--- config.mk ---
export PLATFORM = sky130hd
export DESIGN_NAME = control_entrada_cronometro_flat
export DESIGN_NICKNAME = d
export VERILOG_FILES = /design/src/rtl/control_entrada_cronometro_if.sv /design/src/rtl/control_entrada_cronometro.sv /design/src/flat_wrapper.sv
export SDC_FILE = /design/constraint.sdc
export NUM_CORES = 1
export LEC_CHECK = 0
export ABC_CLOCK_PERIOD_IN_PS = 2600
export CAP_MARGIN = 5
export CELL_PAD_IN_SITES_DETAIL_PLACEMENT = 1
export CELL_PAD_IN_SITES_GLOBAL_PLACEMENT = 1
export CORE_MARGIN = 2
export CORE_UTILIZATION = 39
export DETAILED_ROUTE_END_ITERATION = 8
export PLACE_DENSITY = 0.8
export SYNTH_ARGS = -nofsm -noshare
export SYNTH_HDL_FRONTEND = slang
export SYNTH_SLANG_ARGS = --single-unit
--- constraint.sdc ---
create_clock -name clk -period 2.6 [get_ports clk]
set_input_delay 0.26 -clock clk [delete_from_list [all_inputs] [get_ports clk]]
set_output_delay 0.26 -clock clk [all_outputs]
set_load 0.02 [all_outputs]
--- src/rtl/control_entrada_cronometro_if.sv ---
// Scan-byte input and store-command output bundle
// for the chronometer keyboard-entry controller.
interface control_entrada_cronometro_if;
    logic [7:0] scan_code;
    logic       scan_valid;
    logic [7:0] dato1;
    logic [7:0] dato2;
    logic [7:0] dato3;
    logic [7:0] tecla;
    logic [7:0] guardar;
    logic [1:0] digit_count;
    logic       entry_active;

    modport master (
        output scan_code, scan_valid,
        input  dato1, dato2, dato3, tecla, guardar,
        input  digit_count, entry_active
    );

    modport slave (
        input  scan_code, scan_valid,
        output dato1, dato2, dato3, tecla, guardar,
        output digit_count, entry_active
    );
endinterface

--- src/rtl/control_entrada_cronometro.sv ---
// Keyboard entry of a 3-digit limit from PS/2 set-2
// make codes, emitting a one-cycle store command.
module control_entrada_cronometro #(
    parameter int unsigned TIMEOUT_CYCLES = 500000000,
    parameter int unsigned TO_W           = 29
) (
    input  logic clk,
    input  logic reset,
    control_entrada_cronometro_if.slave bus
);
    typedef enum logic [1:0] {
        IDLE   = 2'd0,
        ENTRY  = 2'd1,
        COMMIT = 2'd2,
        CLEAR  = 2'd3
    } state_t;

    localparam logic [7:0] K_E0   = 8'hE0;
    localparam logic [7:0] K_F0   = 8'hF0;
    localparam logic [7:0] K_BKSP = 8'h66;
    localparam logic [7:0] K_ESC  = 8'h76;
    localparam logic [7:0] K_SAVE = 8'h75;
    localparam logic [TO_W-1:0] TO_LAST = TO_W'(TIMEOUT_CYCLES - 1);

    state_t          state_q, state_d;
    logic [3:0]      d1_q, d1_d, d2_q, d2_d, d3_q, d3_d;
    logic [1:0]      cnt_q, cnt_d;
    logic [7:0]      tecla_q, tecla_d;
    logic [7:0]      guar_q, guar_d;
    logic            brk_q, brk_d;
    logic [7:0]      last_q, last_d;
    logic [TO_W-1:0] to_q, to_d;

    logic            accepted;
    logic            is_digit;
    logic [3:0]      digit;

    always_comb begin
        is_digit = 1'b1;
        digit    = 4'd0;
        case (bus.scan_code)
            8'h45: digit = 4'd0;
            8'h16: digit = 4'd1;
            8'h1E: digit = 4'd2;
            8'h26: digit = 4'd3;
            8'h25: digit = 4'd4;
            8'h2E: digit = 4'd5;
            8'h36: digit = 4'd6;
            8'h3D: digit = 4'd7;
            8'h3E: digit = 4'd8;
            8'h46: digit = 4'd9;
            default: is_digit = 1'b0;
        endcase
    end

    always_comb begin
        state_d  = state_q;
        d1_d     = d1_q;
        d2_d     = d2_q;
        d3_d     = d3_q;
        cnt_d    = cnt_q;
        tecla_d  = 8'h00;
        guar_d   = 8'h00;
        brk_d    = brk_q;
        last_d   = last_q;
        to_d     = to_q;
        accepted = 1'b0;

        // COMMIT and CLEAR drop incoming bytes entirely
        if (bus.scan_valid &&
            (state_q == IDLE || state_q == ENTRY)) begin
            if (bus.scan_code == K_E0) begin
                brk_d = brk_q;
            end else if (bus.scan_code == K_F0) begin
                brk_d = 1'b1;
            end else if (brk_q) begin
                brk_d  = 1'b0;
                last_d = 8'h00;
            end else if (bus.scan_code != last_q) begin
                accepted = 1'b1;
                last_d   = bus.scan_code;
            end
        end

        case (state_q)
            IDLE: begin
                to_d = '0;
                if (accepted && is_digit) begin
                    d1_d    = 4'd0;
                    d2_d    = 4'd0;
                    d3_d    = digit;
                    cnt_d   = 2'd1;
                    state_d = ENTRY;
                end
            end
            ENTRY: begin
                if (bus.scan_valid) begin
                    to_d = '0;
                    if (accepted) begin
                        if (is_digit) begin
                            if (cnt_q != 2'd3) begin
                                d1_d  = d2_q;
                                d2_d  = d3_q;
                                d3_d  = digit;
                                cnt_d = cnt_q + 2'd1;
                            end
                        end else if (bus.scan_code == K_BKSP) begin
                            d3_d  = d2_q;
                            d2_d  = d1_q;
                            d1_d  = 4'd0;
                            cnt_d = cnt_q - 2'd1;
                            if (cnt_q == 2'd1) state_d = IDLE;
                        end else if (bus.scan_code == K_ESC) begin
                            d1_d    = 4'd0;
                            d2_d    = 4'd0;
                            d3_d    = 4'd0;
                            cnt_d   = 2'd0;
                            state_d = IDLE;
                        end else if (bus.scan_code == K_SAVE &&
                                     cnt_q != 2'd0) begin
                            tecla_d = K_SAVE;
                            guar_d  = 8'h01;
                            state_d = COMMIT;
                        end
                    end
                end else if (to_q == TO_LAST) begin
                    d1_d    = 4'd0;
                    d2_d    = 4'd0;
                    d3_d    = 4'd0;
                    cnt_d   = 2'd0;
                    to_d    = '0;
                    state_d = IDLE;
                end else begin
                    to_d = to_q + TO_W'(1);
                end
            end
            COMMIT: begin
                d1_d    = 4'd0;
                d2_d    = 4'd0;
                d3_d    = 4'd0;
                cnt_d   = 2'd0;
                to_d    = '0;
                state_d = CLEAR;
            end
            CLEAR: begin
                d1_d    = 4'd0;
                d2_d    = 4'd0;
                d3_d    = 4'd0;
                cnt_d   = 2'd0;
                to_d    = '0;
                state_d = IDLE;
            end
            default: state_d = IDLE;
        endcase
    end

    always_ff @(posedge clk) begin
        if (reset) begin
            state_q <= IDLE;
            d1_q    <= 4'd0;
            d2_q    <= 4'd0;
            d3_q    <= 4'd0;
            cnt_q   <= 2'd0;
            tecla_q <= 8'h00;
            guar_q  <= 8'h00;
            brk_q   <= 1'b0;
            last_q  <= 8'h00;
            to_q    <= '0;
        end else begin
            state_q <= state_d;
            d1_q    <= d1_d;
            d2_q    <= d2_d;
            d3_q    <= d3_d;
            cnt_q   <= cnt_d;
            tecla_q <= tecla_d;
            guar_q  <= guar_d;
            brk_q   <= brk_d;
            last_q  <= last_d;
            to_q    <= to_d;
        end
    end

    assign bus.dato1        = {4'h0, d1_q};
    assign bus.dato2        = {4'h0, d2_q};
    assign bus.dato3        = {4'h0, d3_q};
    assign bus.tecla        = tecla_q;
    assign bus.guardar      = guar_q;
    assign bus.digit_count  = cnt_q;
    assign bus.entry_active = (state_q == ENTRY);
endmodule

--- src/flat_wrapper.sv ---
// flat-port wrapper written by rule: the top's interface ports become plain ports
module control_entrada_cronometro_flat 
#(
    parameter int unsigned TIMEOUT_CYCLES = 500000000,
    parameter int unsigned TO_W           = 29
)
  (clk, reset, bus_scan_code, bus_scan_valid, bus_dato1, bus_dato2, bus_dato3, bus_tecla, bus_guardar, bus_digit_count, bus_entry_active);
  control_entrada_cronometro_if bus_i ();
  input  logic clk;
  input  logic reset;
  input wire logic [$bits(bus_i.scan_code)-1:0] bus_scan_code;
  input wire logic [$bits(bus_i.scan_valid)-1:0] bus_scan_valid;
  output wire logic [$bits(bus_i.dato1)-1:0] bus_dato1;
  output wire logic [$bits(bus_i.dato2)-1:0] bus_dato2;
  output wire logic [$bits(bus_i.dato3)-1:0] bus_dato3;
  output wire logic [$bits(bus_i.tecla)-1:0] bus_tecla;
  output wire logic [$bits(bus_i.guardar)-1:0] bus_guardar;
  output wire logic [$bits(bus_i.digit_count)-1:0] bus_digit_count;
  output wire logic [$bits(bus_i.entry_active)-1:0] bus_entry_active;
  assign bus_i.scan_code = bus_scan_code;
  assign bus_i.scan_valid = bus_scan_valid;
  assign bus_dato1 = bus_i.dato1;
  assign bus_dato2 = bus_i.dato2;
  assign bus_dato3 = bus_i.dato3;
  assign bus_tecla = bus_i.tecla;
  assign bus_guardar = bus_i.guardar;
  assign bus_digit_count = bus_i.digit_count;
  assign bus_entry_active = bus_i.entry_active;
  control_entrada_cronometro #(.TIMEOUT_CYCLES(TIMEOUT_CYCLES), .TO_W(TO_W)) u_core (.clk(clk), .reset(reset), .bus(bus_i));
endmodule
==> flow_metrics.py <==
metrics = {
    "route": {
        "ant_nets": 0,
        "wire_per_inst_um": 15.20,
        "vias": 2739,
        "first_pass_iters": 4,
        "wl_um": 7888,
        "drt-initial-drc-count": 119,
        "drc": 0,
        "vias_per_cell": 5.277,
    },
    "clock_network": {
        "root_buffer": "clkbuf_8",
        "post-cts-setup-buffer-count": 0,
        "cts.clk_slew.worst_paths_ps": 100,
        "clock_latency_ps": 310,
        "clkSinkCount": 55,
        "cts_made_buffers": 5,
        "cts_tree": "done",
        "h-tree-depth": 2,
        "clk_path_buf_depth": 2,
    },
    "synth": {
        "yosys_warnings": 0,
        "yosysTopAreaCellShare": 0.3390,
        "synth_edf_count": 0,
        "async_flop_share": 0,
        "seq_area_frac_synth": 0.3390,
        "syn-instance-count": 368,
        "synth_commonest_cells": "55 x dfxtp_1, 48 x nor2_1, 28 x buf_4",
        "synthTopCellsByArea": "dfxtp_1 34%, buf_4 6.5%, nor2_1 5.5%, xnor2_1 5.4%, xor2_1 4.0%",
        "netlist_area_sq_um": 3248,
        "synth_flop_cell": "dfxtp_1",
        "synth_cell_types": 62,
        "synth_area_leader_cell": "dfxtp_1",
        "synth_most_common_cell": "dfxtp_1",
        "avgSynthCellArea_sq_um": 8.826,
        "ys_seq_elements": 55,
    },
    "global_routing": {
        "antenna_found_initial": 0,
        "grt_max_degree": 29,
        "grt_first_pass_wirelength_um": 12840,
        "grt_overflow": 0,
        "grt_pass1_vias": 2661,
        "grt_usage": 0.1787,
    },
    "final_layout": {
        "diodes": 0,
        "drive_gt1_frac": 0.1449,
        "instances_no_fill": 519,
        "num-nets-final": 429,
        "fillers": 987,
        "syn_to_final_growth_pct": 17.03,
        "final_cell_area_sq_um": 3801,
        "final_core_util": 0.4673,
    },
    "timing": {
        "tightestPinTransition_ps": 564.0,
        "period_needed_ps": 2390,
        "fin_crit_sh": 0.9192,
        "skew_ps": 8.135,
        "worst_slack_ps": 210.0,
        "holdWs_ps": 464.2,
        "max_freq_mhz": 418.4,
        "relSlewSlack": 0.6211,
        "slew_violations": 0,
        "setup-violations-final": 0,
        "rsz0062_at_grt": "false",
        "finalHoldViolCount": 0,
    },
    "placement": {
        "dpl.cell_count": 512,
        "placed_area_sq_um": 3692,
        "place_congestion": 0.9163,
        "post-dp-hpwl_um": 6209,
        "portBuffers": 31,
        "post-place-ws_ps": -105.0,
    },
    "flow_run": {
        "maxCapViolCount": 0,
    },
    "critical_path": {
        "arrival_ps": 2610,
        "crit_path_max_fanout": 8,
        "crit_path_max_incr_delay_ps": 390,
        "start_kind": "register",
        "crit_path_end_kind": "register",
        "crit_chain": "ha_1 > nand4_1 > nor4_2 > a31oi_1 > o21ai_1 > and3_4 > mux2i_1",
        "critPathSlowestCell": "nor4_2",
        "crit_required_ps": 2820,
        "path_class": "register to register",
    },
    "pwr": {
        "switching_power_uw": 407.2,
        "p_per_area_nw_per_um2": 429.3,
        "p_sw_frac": 0.2495,
        "power.leakage_nw": 1.279,
        "p_comb_frac": 0.128,
        "pwr-share-clk": 0.342,
        "internal_power_mw": 1.225,
        "vdd_ir_drop_max_mv": 0.2993,
        "seqPwrFrac": 0.530,
    },
    "outcome": {
        "outcome": "completed",
    },
    "die": {
        "die_area_sq_um": 9074,
        "core_sq_um": 8134,
        "row_count": 33,
        "start_util": 0.3993,
        "die_h_um": 95.26,
        "ioPinCount": 54,
        "die_x_um": 95.26,
    },
    "min_path": {
        "min-delay-path-class": "register to register",
    },
}
through the flow:
stage / total power [mW] / setup TNS [ps]
floorplan: 1.042 / 0
global placement: 1.085 / 0
detailed placement: 1.092 / -206.3
CTS: 1.651 / 0
global route: 1.704 / 0
finish: 1.632 / 0
cell families (layout without fill, tap and decap cells):
logic type | after synthesis | count (layout) | synth area share
AND/OR/NAND/NOR | 156 | 156 | 0.2735
AO/OA/AOI/OAI | 57 | 57 | 0.1568
multiplexers | 5 | 5 | 0.01541
buffers and inverters | 55 | 80 | 0.1044
other | 1 | 22 | 0.001155
XOR/XNOR | 35 | 35 | 0.09438
flip-flops | 55 | 55 | 0.3390
adder cells (fa/ha/maj) | 4 | 4 | 0.01541
area by class of cell:
class / count / area (sq um) / share of cell area
Clock buffer: 6 / 72.57 / 0.01909
Clock inverter: 1 / 30.03 / 0.007900
Inverter: 14 / 52.55 / 0.01382
Multi-Input combinational cell: 279 / 1893 / 0.4980
Sequential cell: 55 / 1101 / 0.2897
Tap cell: 105 / 131.4 / 0.03456
Timing Repair Buffer: 59 / 520.5 / 0.1369
layout by cell type, fill, tap and decap left out, types with 2 or more instances in the layout:
master / n
a211oi_1: 2
a211oi_2: 5
a21oi_1: 5
a221oi_1: 5
a221oi_2: 5
a22oi_1: 12
a31oi_1: 6
and3_1: 7
and4_1: 5
buf_4: 28
clkbuf_8: 5
clkdlybuf4s50_1: 31
conb_1: 22
dfxtp_1: 55
ha_1: 4
inv_1: 14
mux2i_1: 5
nand2_1: 15
nand2b_1: 9
nand3_1: 15
nand3b_1: 7
nand4_1: 8
nand4b_1: 2
nor2_1: 48
nor2b_1: 3
nor3_1: 10
nor4_1: 4
nor4b_1: 2
nor4bb_1: 2
o21a_1: 3
o21ai_0: 2
or2_2: 2
or3_1: 2
xnor2_1: 20
xor2_1: 15
registers in the layout, summed over array words and instances, names as in the netlist, named ones only:
signal	flops
u_core.d3_q	4
u_core.last_q	8
u_core.d2_q	4
u_core.d1_q	4
u_core.bus.digit_count	2
u_core.to_q	29
u_core.state_q	1
u_core.bus.tecla	1
u_core.brk_q	1
worst max-delay path, delay by kind of cell, from the launching register on:
| family | cells | cell delay [ps] |
|---|---|---|
| fa+ha+maj | 1 | 240 |
| flops | 1 | 380 |
| mux | 1 | 270 |
| compound gates | 2 | 460 |
| simple gates | 3 | 960 |
path summary, 6_finish.rpt:
check                                    start              to  slack [ps]  cells after the start
worst max-delay path            u_core.to_q[0]  u_core.d1_q[1]         210                      7
worst min-delay path            u_core.to_q[0]  u_core.to_q[0]         460                      1
worst max register to register  u_core.to_q[0]  u_core.d1_q[1]         210                      7
worst min register to register  u_core.to_q[0]  u_core.to_q[0]         460                      1
power groups by stage:
stage / sequential, mW / clock, mW / combinational, mW
after floorplan: 0.887 / 0 / 0.155
after global placement: 0.884 / 0 / 0.201
after detailed placement: 0.884 / 0 / 0.207
after CTS: 0.865 / 0.578 / 0.208
after global routing: 0.867 / 0.611 / 0.225
final: 0.865 / 0.558 / 0.209
repair_timing:
item,in CTS,in global routing
hold buffers,0,0
endpoints found under the setup margin,0,2
resized for setup,0,1
layer usage:
layer / GRT usage / routed length, um / share of wire / vias up
li1: - / - / - / 1351
met1: 0.2194 / 3522 / 0.45 / 1323
met2: 0.3239 / 3983 / 0.50 / 55
met3: 0.02925 / 259 / 0.033 / 10
met4: 0.04348 / 123 / 0.016 / 0
met5: 0 / 0 / 0 / -
Power figures use the tool's default switching activity.
